===== config.mk =====
export PLATFORM = sky130hd
export DESIGN_NAME = uart_result_framer
export DESIGN_NICKNAME = d
export VERILOG_FILES = /design/src/rtl/uart_result_framer.sv
export SDC_FILE = /design/constraint.sdc
export NUM_CORES = 1
export LEC_CHECK = 0
export BUFFER_PORTS_ARGS = -buffer_cell sky130_fd_sc_hd__buf_4
export CORE_AREA = 2 2 87 64
export CTS_CLUSTER_DIAMETER = 40
export DETAILED_ROUTE_END_ITERATION = 10
export DIE_AREA = 0 0 89 66
export PLACE_DENSITY = 0.82
export SLEW_MARGIN = 20
export SYNTH_ARGS = -nofsm -noshare
export SYNTH_HDL_FRONTEND = slang
export SYNTH_SLANG_ARGS = --single-unit

===== constraint.sdc =====
create_clock -name CLK -period 4.8 [get_ports CLK]
set_input_delay 0.48 -clock CLK [delete_from_list [all_inputs] [get_ports CLK]]
set_output_delay 0.48 -clock CLK [all_outputs]
set_load 0.02 [all_outputs]

===== src/rtl/uart_result_framer.sv =====
// Frames one latched result word as SYNC, data bytes, XOR checksum for a UART TX.
// Pacing uses TX_Active only; a missing TX_Active rise raises a sticky ERR.
module uart_result_framer #(
    parameter int         DATA_BYTES    = 4,
    parameter logic [7:0] SYNC_BYTE     = 8'hA5,
    parameter bit         MSB_FIRST     = 1'b1,
    parameter int         START_TIMEOUT = 15
) (
    input  logic                    CLK,
    input  logic                    RST,
    input  logic                    LOAD,
    input  logic [8*DATA_BYTES-1:0] DATA_IN,
    output logic                    READY,
    output logic                    FRAME_DONE,
    output logic                    ERR,
    output logic                    TX_DV,
    output logic [7:0]              TX_Byte,
    input  logic                    TX_Active
);
    localparam int W  = 8 * DATA_BYTES;
    localparam int IW = $clog2(DATA_BYTES + 2);
    localparam int TW = $clog2(START_TIMEOUT + 1);
    localparam logic [IW-1:0] LAST_IDX = IW'(DATA_BYTES + 1);
    localparam logic [TW-1:0] TMAX     = TW'(START_TIMEOUT);

    typedef enum logic [1:0] {
        IDLE,
        ISSUE,
        WAIT_ACT,
        WAIT_DONE
    } state_t;

    state_t        state_q, state_d;
    logic [IW-1:0] idx_q, idx_d;
    logic [TW-1:0] tmr_q, tmr_d;
    logic [7:0]    chk_q, chk_d;
    logic [W-1:0]  word_q, word_d;
    logic          ready_q, ready_d;
    logic          done_q, done_d;
    logic          err_q, err_d;
    logic          dv_q, dv_d;
    logic [7:0]    byte_q, byte_d;
    logic [7:0]    cur_data;

    // The latched word is shifted so the next data byte always sits at one end.
    assign cur_data = MSB_FIRST ? word_q[W-1 -: 8] : word_q[7:0];

    always_comb begin
        state_d = state_q;
        idx_d   = idx_q;
        tmr_d   = tmr_q;
        chk_d   = chk_q;
        word_d  = word_q;
        err_d   = err_q;
        byte_d  = byte_q;
        dv_d    = 1'b0;
        done_d  = 1'b0;
        unique case (state_q)
            IDLE: begin
                if (LOAD && ready_q) begin
                    word_d  = DATA_IN;
                    err_d   = 1'b0;
                    idx_d   = '0;
                    chk_d   = '0;
                    tmr_d   = '0;
                    state_d = ISSUE;
                end
            end
            ISSUE: begin
                if (!TX_Active) begin
                    dv_d    = 1'b1;
                    tmr_d   = '0;
                    state_d = WAIT_ACT;
                    unique case (1'b1)
                        (idx_q == '0):      byte_d = SYNC_BYTE;
                        (idx_q == LAST_IDX): byte_d = chk_q;
                        default: begin
                            byte_d = cur_data;
                            chk_d  = chk_q ^ cur_data;
                            word_d = MSB_FIRST ? (word_q << 8) : (word_q >> 8);
                        end
                    endcase
                end
            end
            WAIT_ACT: begin
                if (TX_Active) begin
                    state_d = WAIT_DONE;
                end else begin
                    if (tmr_q != TMAX) tmr_d = tmr_q + TW'(1);
                    if (tmr_d == TMAX) begin
                        err_d   = 1'b1;
                        state_d = IDLE;
                    end
                end
            end
            WAIT_DONE: begin
                if (!TX_Active) begin
                    if (idx_q == LAST_IDX) begin
                        done_d  = 1'b1;
                        state_d = IDLE;
                    end else begin
                        idx_d   = idx_q + IW'(1);
                        state_d = ISSUE;
                    end
                end
            end
            default: state_d = IDLE;
        endcase
        // READY stays low in the FRAME_DONE cycle so a coincident LOAD is dropped.
        ready_d = (state_d == IDLE) && !done_d;
    end

    always_ff @(posedge CLK or posedge RST) begin
        if (RST) begin
            state_q <= IDLE;
            idx_q   <= '0;
            tmr_q   <= '0;
            chk_q   <= '0;
            word_q  <= '0;
            ready_q <= 1'b1;
            done_q  <= 1'b0;
            err_q   <= 1'b0;
            dv_q    <= 1'b0;
            byte_q  <= '0;
        end else begin
            state_q <= state_d;
            idx_q   <= idx_d;
            tmr_q   <= tmr_d;
            chk_q   <= chk_d;
            word_q  <= word_d;
            ready_q <= ready_d;
            done_q  <= done_d;
            err_q   <= err_d;
            dv_q    <= dv_d;
            byte_q  <= byte_d;
        end
    end

    assign READY      = ready_q;
    assign FRAME_DONE = done_q;
    assign ERR        = err_q;
    assign TX_DV      = dv_q;
    assign TX_Byte    = byte_q;
endmodule


After elaboration in Yosys (flattened, before gate mapping)
Cells that the tools add are included.

Equality and inequality tests: 13. Bitwise operators: 2. Reduce and logical (&&, ||, !) cells: 16. Muxes and demuxes: 36. $add $sub $neg: 2.

Operators by type and width (count): two-way mux 32 bit (3); case mux 32 bit (2 select lines) (1); case mux 8 bit (2 select lines) (2); two-way mux 4 bit (6); two-way mux 8 bit (3); AND reduction 4 bit (4); inequality test 2 bit, second input constant (7); case mux 4 bit (3 select lines) (1); two-way mux 2 bit (5); two-way mux 1 bit (9); two-way mux 3 bit (3); case mux 2 bit (4 select lines) (1); bitwise XOR 8 bit (1); case mux 3 bit (2 select lines) (1); nonzero test 2 bit (3); adder 4 x 1 -> 4 bit, second input constant (1); == test 2 bit, second input constant (2); == test 4 bit, second input constant (1); zero test 2 bit (2); inequality test 4 bit, second input constant (1); adder 3 x 1 -> 3 bit, second input constant (1); == test 3 bit, second input constant (1); zero test 3 bit (1); nonzero test 3 bit (1); 7 further kinds (8).

Output and inout port bits: 12. Bits of input ports: 36. Register bits after elaboration: 61.

Longest topological paths before layout
Depth in word-level cells: 10. Mapped depth: 8.

Worst setup path after synthesis
Ideal clock, no wire load.

Path kind: register to register. From: register idx_q[0]. To: register word_q[10]. Library setup time: 0.135 ns. Path slack: 3.157 ns. Stages on the path, launching flop included: 8. Arrival time: 1.509 ns. Cells stage by stage: dfrtp_1 -> ha_1 -> mux2i_1 -> a21oi_1 -> buf_2 -> buf_4 -> nand2_1 -> o21ai_0.

Longest elaborated chain between the ends: 4. Elaborated cells between the ends (all ways): 5. Classes of those cells: eq/ne: 2; reduce/logical: 3.

RTL lines: start: declaration (RTL line 34) `logic [IW-1:0] idx_q, idx_d;`; start signal: assignment (RTL line 127) `idx_q <= idx_d;`; == test 3 bit or zero test 3 bit (tied branches) (RTL line 76, 75); OR reduction 2 bit (no line) (*); inequality test 2 bit (no line) (*); AND reduction 4 bit (no line) (*); end signal: assignment (RTL line 130) `word_q <= word_d;`; end: declaration (RTL line 37) `logic [W-1:0] word_q, word_d;`.

Mark *: on every way between the ends. The rest lies on a longest branch, timed or not. A chain may end at the register's enable or synchronous reset.

Final worst setup path
From: register state_q[1]. To: register tmr_q[1].

Longest elaborated chain between the ends: 3. Elaborated cells between the ends (all ways): 9. Classes of those cells: eq/ne: 5; mux: 1; reduce/logical: 3.

RTL lines: start: declaration (RTL line 33) `state_t state_q, state_d;`; start signal: assignment (RTL line 126) `state_q <= state_d;`; == test 2 x 1 -> 1 bit, or another cell as far along (RTL line 58) `unique case (state_q)`; inequality test 2 bit (no line) or nonzero test 3 bit (tied branches); AND reduction 4 bit (no line); end signal: assignment (RTL line 128) `tmr_q <= tmr_d;`; end: declaration (RTL line 35) `logic [TW-1:0] tmr_q, tmr_d;`.

Parallel ways exist; a longest one is shown, timed or not.

==> run_results.csv <==
group,metric,value,unit
synthesis,synthDistinctLibCells,38,
min_path,worst_hold_path_type,"in2reg",
critical_path,worst-endpoint-arrival,2630,ps
clock_tree,cts_tree,"yes",
critical_path,criticalPathCategory,"reg2reg",
synthesis,yosys.area_share.xor_xnor,0.006024,
clock_tree,cts.clk_slew.worst_paths,70,ps
layout,post-route-cell-area,3507,µm²
pwr,power.clock.fraction,0.242,
pwr,seq_power_share,0.412,
placed_design,place_congestion,0.7932,
synthesis,post_synth_inst_count,292,
layout,final_util,0.6924,
global_route,grt_pass1_wl,10380,µm
outcome,outcome,"finished clean",
critical_path,worst_setup_path_start_kind,"flop",
critical_path,worstPathCellList,"nand4bb_1, o21ai_1, nand2_1, a22o_1",
clock_tree,cts_inserted_buffers,9,
global_route,first_global_vias,2148,
detailed_routing,firstDrtPassIters,4,
critical_path,critPathMaxFanout,20,
floorplanning,die-height,66,µm
sta,hold_violations,0,
pwr,cellLeakagePower,1.743,nW
job,timing.max_cap.violations,0,
synthesis,postSynthNetCount,332,
sta,setup-tns-final,0,ps
placed_design,pre_cts_ws,2462,ps
layout,share_of_final_layout_standard_cells_stronger_than_drive_strength_1,0.2153,
floorplanning,floorplan.die.width,89,µm
detailed_routing,postRouteAntennaNets,0,
clock_tree,count_of_instances_resized_after_the_clock_tree_is_built,0,
clock_tree,cts_max_path_buffers,2,
synthesis,compound_gate_fraction_of_synth_area,0.1291,
floorplanning,row_count,22,
pwr,intPower,1.427,mW
critical_path,buffers_and_inverters_on_the_worst_path,0,
critical_path,cp.required,5030,ps
clock_tree,h-tree-depth,3,
layout,areaGrowthSynthToFinish,20.61,%
synthesis,yosys-mux-area-fraction,0.1136,
floorplanning,core,5065,µm²
synthesis,seq_area_frac_synth,0.5254,
placed_design,detailed_place_hpwl,4157,µm
critical_path,cpPeakStageDelay,860,ps
detailed_routing,vias_per_cell,5.399,
layout,ant_diodes,0,
detailed_routing,finalWirelength,6162,µm
sta,timing.final.max_slew_violations,0,
clock_tree,cts_setup_buffers,0,
sta,fin_crit,2398,ps
sta,clock-skew-final,6.499,ps
detailed_routing,post_drt_wl_per_cell,14.99,µm
floorplanning,boundaryPins,48,
clock_tree,clock-sinks,61,
detailed_routing,route.vias.total,2219,
floorplanning,start_util,0.5741,
detailed_routing,drt_iter0_drc,195,
sta,grt_setup_unrepaired,"no",
sta,slew_headroom,0.4008,
critical_path,critical-path-slowest-cell,"sky130_fd_sc_hd__nand4bb_1",
clock_tree,cts_hold_buffers,0,
global_route,grt_remaining_overflow,0,
layout,design.final.nets,374,
pwr,power_density,641.9,nW/µm²
synthesis,combinational_family_with_the_most_area_after_synthesis,"simple AND/OR/NAND/NOR gates",
layout,layout.cells.most_common,"sky130_fd_sc_hd__nand2_1",
global_route,grt_usage,0.2408,
layout,layout.filler_cells,422,
synthesis,syn-mean-instance-area,9.958,µm²
synthesis,mapped_cell_area,2908,µm²
clock_tree,clockRootBuffer,"sky130_fd_sc_hd__clkbuf_8",
sta,finalSetupViolations,0,
placed_design,portBuffers,47,
sta,setup_slack,2402,ps
critical_path,critPathTopFamily,"simple AND/OR/NAND/NOR gates",
pwr,power_switching_share,0.3660,
synthesis,yosys_warnings,0,
layout,most-common-layout-cells,"sky130_fd_sc_hd__nand2_1, sky130_fd_sc_hd__dfrtp_1, sky130_fd_sc_hd__buf_4",
sta,min_period_over_period,0.4996,
layout,final_cell_count_no_fill,411,
pwr,fraction_of_power_consumed_by_combinational_cells,0.346,
global_route,grt_antenna_before_repair,0,
clock_tree,clk_latency,340,ps
synthesis,synth_simple_gate_area_share,0.1596,
synthesis,yosys_register_bits,61,
global_route,pin_count_of_the_biggest_net_entering_global_routing,62,
critical_path,worst_setup_path_end_kind,"flop",
pwr,power.ir.vdd_worst,0.0004619,V
detailed_routing,drc_errors,0,
synthesis,adder_and_majority_gate_portion_of_the_synthesized_area,0.01721,
placed_design,placed_cell_area,3259,µm²
floorplanning,die_area,5874,µm²
sta,worst-slew-pin-transition,893.7,ps
sta,fmax,417.0,MHz
pwr,switching_power,0.8240,mW
placed_design,dp_cells,395,
logic make-up after synthesis:
family / count (synthesis)
xor+xnor: 2
buf+inv: 24
fa+ha+maj: 4
simple gates: 104
flops: 61
compound gates: 64
mux: 33
stage by stage:
stage | hold slack [ps] | power (mW)
2_1_floorplan | 444.8 | 1.496
3_3_place_gp | 460.8 | 1.661
3_5_place_dp | 468.9 | 1.704
4_1_cts | 324.5 | 2.261
5_1_grt | 336.8 | 2.420
6_report | 339.5 | 2.251
registers in the layout (all words and copies together) (netlist names):
signal,cells
chk_q,8
TX_DV,1
state_q,2
word_q,32
tmr_q,4
ERR,1
READY,1
FRAME_DONE,1
idx_q,3
TX_Byte,8
worst register-to-register path, cell delays in order (launching register included):
cell and delay (ps):
sky130_fd_sc_hd__dfrtp_1 540, sky130_fd_sc_hd__nand4bb_1 860, sky130_fd_sc_hd__o21ai_1 550, sky130_fd_sc_hd__nand2_1 90, sky130_fd_sc_hd__a22o_1 250
metal layers:
metal / GRT usage / share of wire / wire [µm]
met1: 0.3385 / 0.48 / 2945
met2: 0.3629 / 0.46 / 2821
met3: 0.07116 / 0.053 / 327
met4: 0.07276 / 0.011 / 68
met5: 0 / 0 / 0
layout make-up:
| type | count | area (µm²) | share of cell area |
|---|---|---|---|
| clock buffers | 10 | 127.6 | 0.03639 |
| clock inverters | 6 | 111.4 | 0.03175 |
| inverters | 5 | 18.77 | 0.005351 |
| multi-input cells | 207 | 1256 | 0.3582 |
| flip-flops and latches | 61 | 1528 | 0.4356 |
| well taps | 72 | 90.09 | 0.02569 |
| repair buffers | 50 | 375.4 | 0.1070 |
synthesized netlist by cell type:
cell                        instances  area (µm²)
sky130_fd_sc_hd__nor3_1             2       10.01
sky130_fd_sc_hd__nand4bb_1          1       11.26
sky130_fd_sc_hd__ha_1               4       50.05
sky130_fd_sc_hd__a32o_1             1       10.01
sky130_fd_sc_hd__nor2b_1            1       6.260
sky130_fd_sc_hd__nor3b_4            1       18.77
sky130_fd_sc_hd__a21boi_0           1       7.510
sky130_fd_sc_hd__nand4_1            1       6.260
sky130_fd_sc_hd__a31oi_1            5       31.28
sky130_fd_sc_hd__buf_4              7       52.55
sky130_fd_sc_hd__dfrtp_1           60        1501
sky130_fd_sc_hd__and4b_1            1       10.01
sky130_fd_sc_hd__inv_1              5       18.77
sky130_fd_sc_hd__a221o_1            2       20.02
sky130_fd_sc_hd__buf_6              1       11.26
sky130_fd_sc_hd__a211o_1            1       8.760
sky130_fd_sc_hd__nand3_1            4       20.02
sky130_fd_sc_hd__a22o_1             2       17.52
sky130_fd_sc_hd__nor2_1            11       41.29
sky130_fd_sc_hd__nand2_1           73       274.0
sky130_fd_sc_hd__clkbuf_1           4       15.01
sky130_fd_sc_hd__buf_8              1       15.01
sky130_fd_sc_hd__xnor2_1            2       17.52
sky130_fd_sc_hd__nand2b_1           2       12.51
sky130_fd_sc_hd__nand2_2            2       12.51
sky130_fd_sc_hd__and2_1             3       18.77
sky130_fd_sc_hd__a41oi_1            1       8.760
sky130_fd_sc_hd__o21ai_0           35       175.2
sky130_fd_sc_hd__buf_2              6       30.03
sky130_fd_sc_hd__mux2i_1           33       330.3
sky130_fd_sc_hd__nor4bb_1           1       10.01
sky130_fd_sc_hd__o21ai_1            1       5.000
sky130_fd_sc_hd__nor3b_2            1       12.51
sky130_fd_sc_hd__dfstp_2            1       26.28
sky130_fd_sc_hd__a21oi_1            9       45.04
sky130_fd_sc_hd__o32ai_1            1       8.760
sky130_fd_sc_hd__a22oi_1            4       30.03
sky130_fd_sc_hd__a21o_1             1       7.510
power groups by stage:
| stage | registers, mW | clock network [mW] | logic, mW |
|---|---|---|---|
| after CTS | 0.921 | 0.556 | 0.785 |
| final | 0.927 | 0.544 | 0.780 |
| after global placement | 0.917 | 0 | 0.744 |
| after global routing | 0.955 | 0.580 | 0.886 |
| after floorplan | 0.903 | 0 | 0.593 |
| after detailed placement | 0.927 | 0 | 0.778 |
final timing paths:
kind                            start    endpoint  slack [ps]  cells past startpoint
max                        state_q[1]    tmr_q[1]        2400                      4
min                        DATA_IN[4]   word_q[4]         340                      3
max reg2reg                state_q[1]    tmr_q[1]        2400                      4
min reg2reg                word_q[14]  word_q[14]         480                      2
max in group asynchronous         RST  word_q[16]        3960                      3
min in group asynchronous         RST  word_q[10]         360                      3
Note: power is estimated with default switching activity, not from simulation.
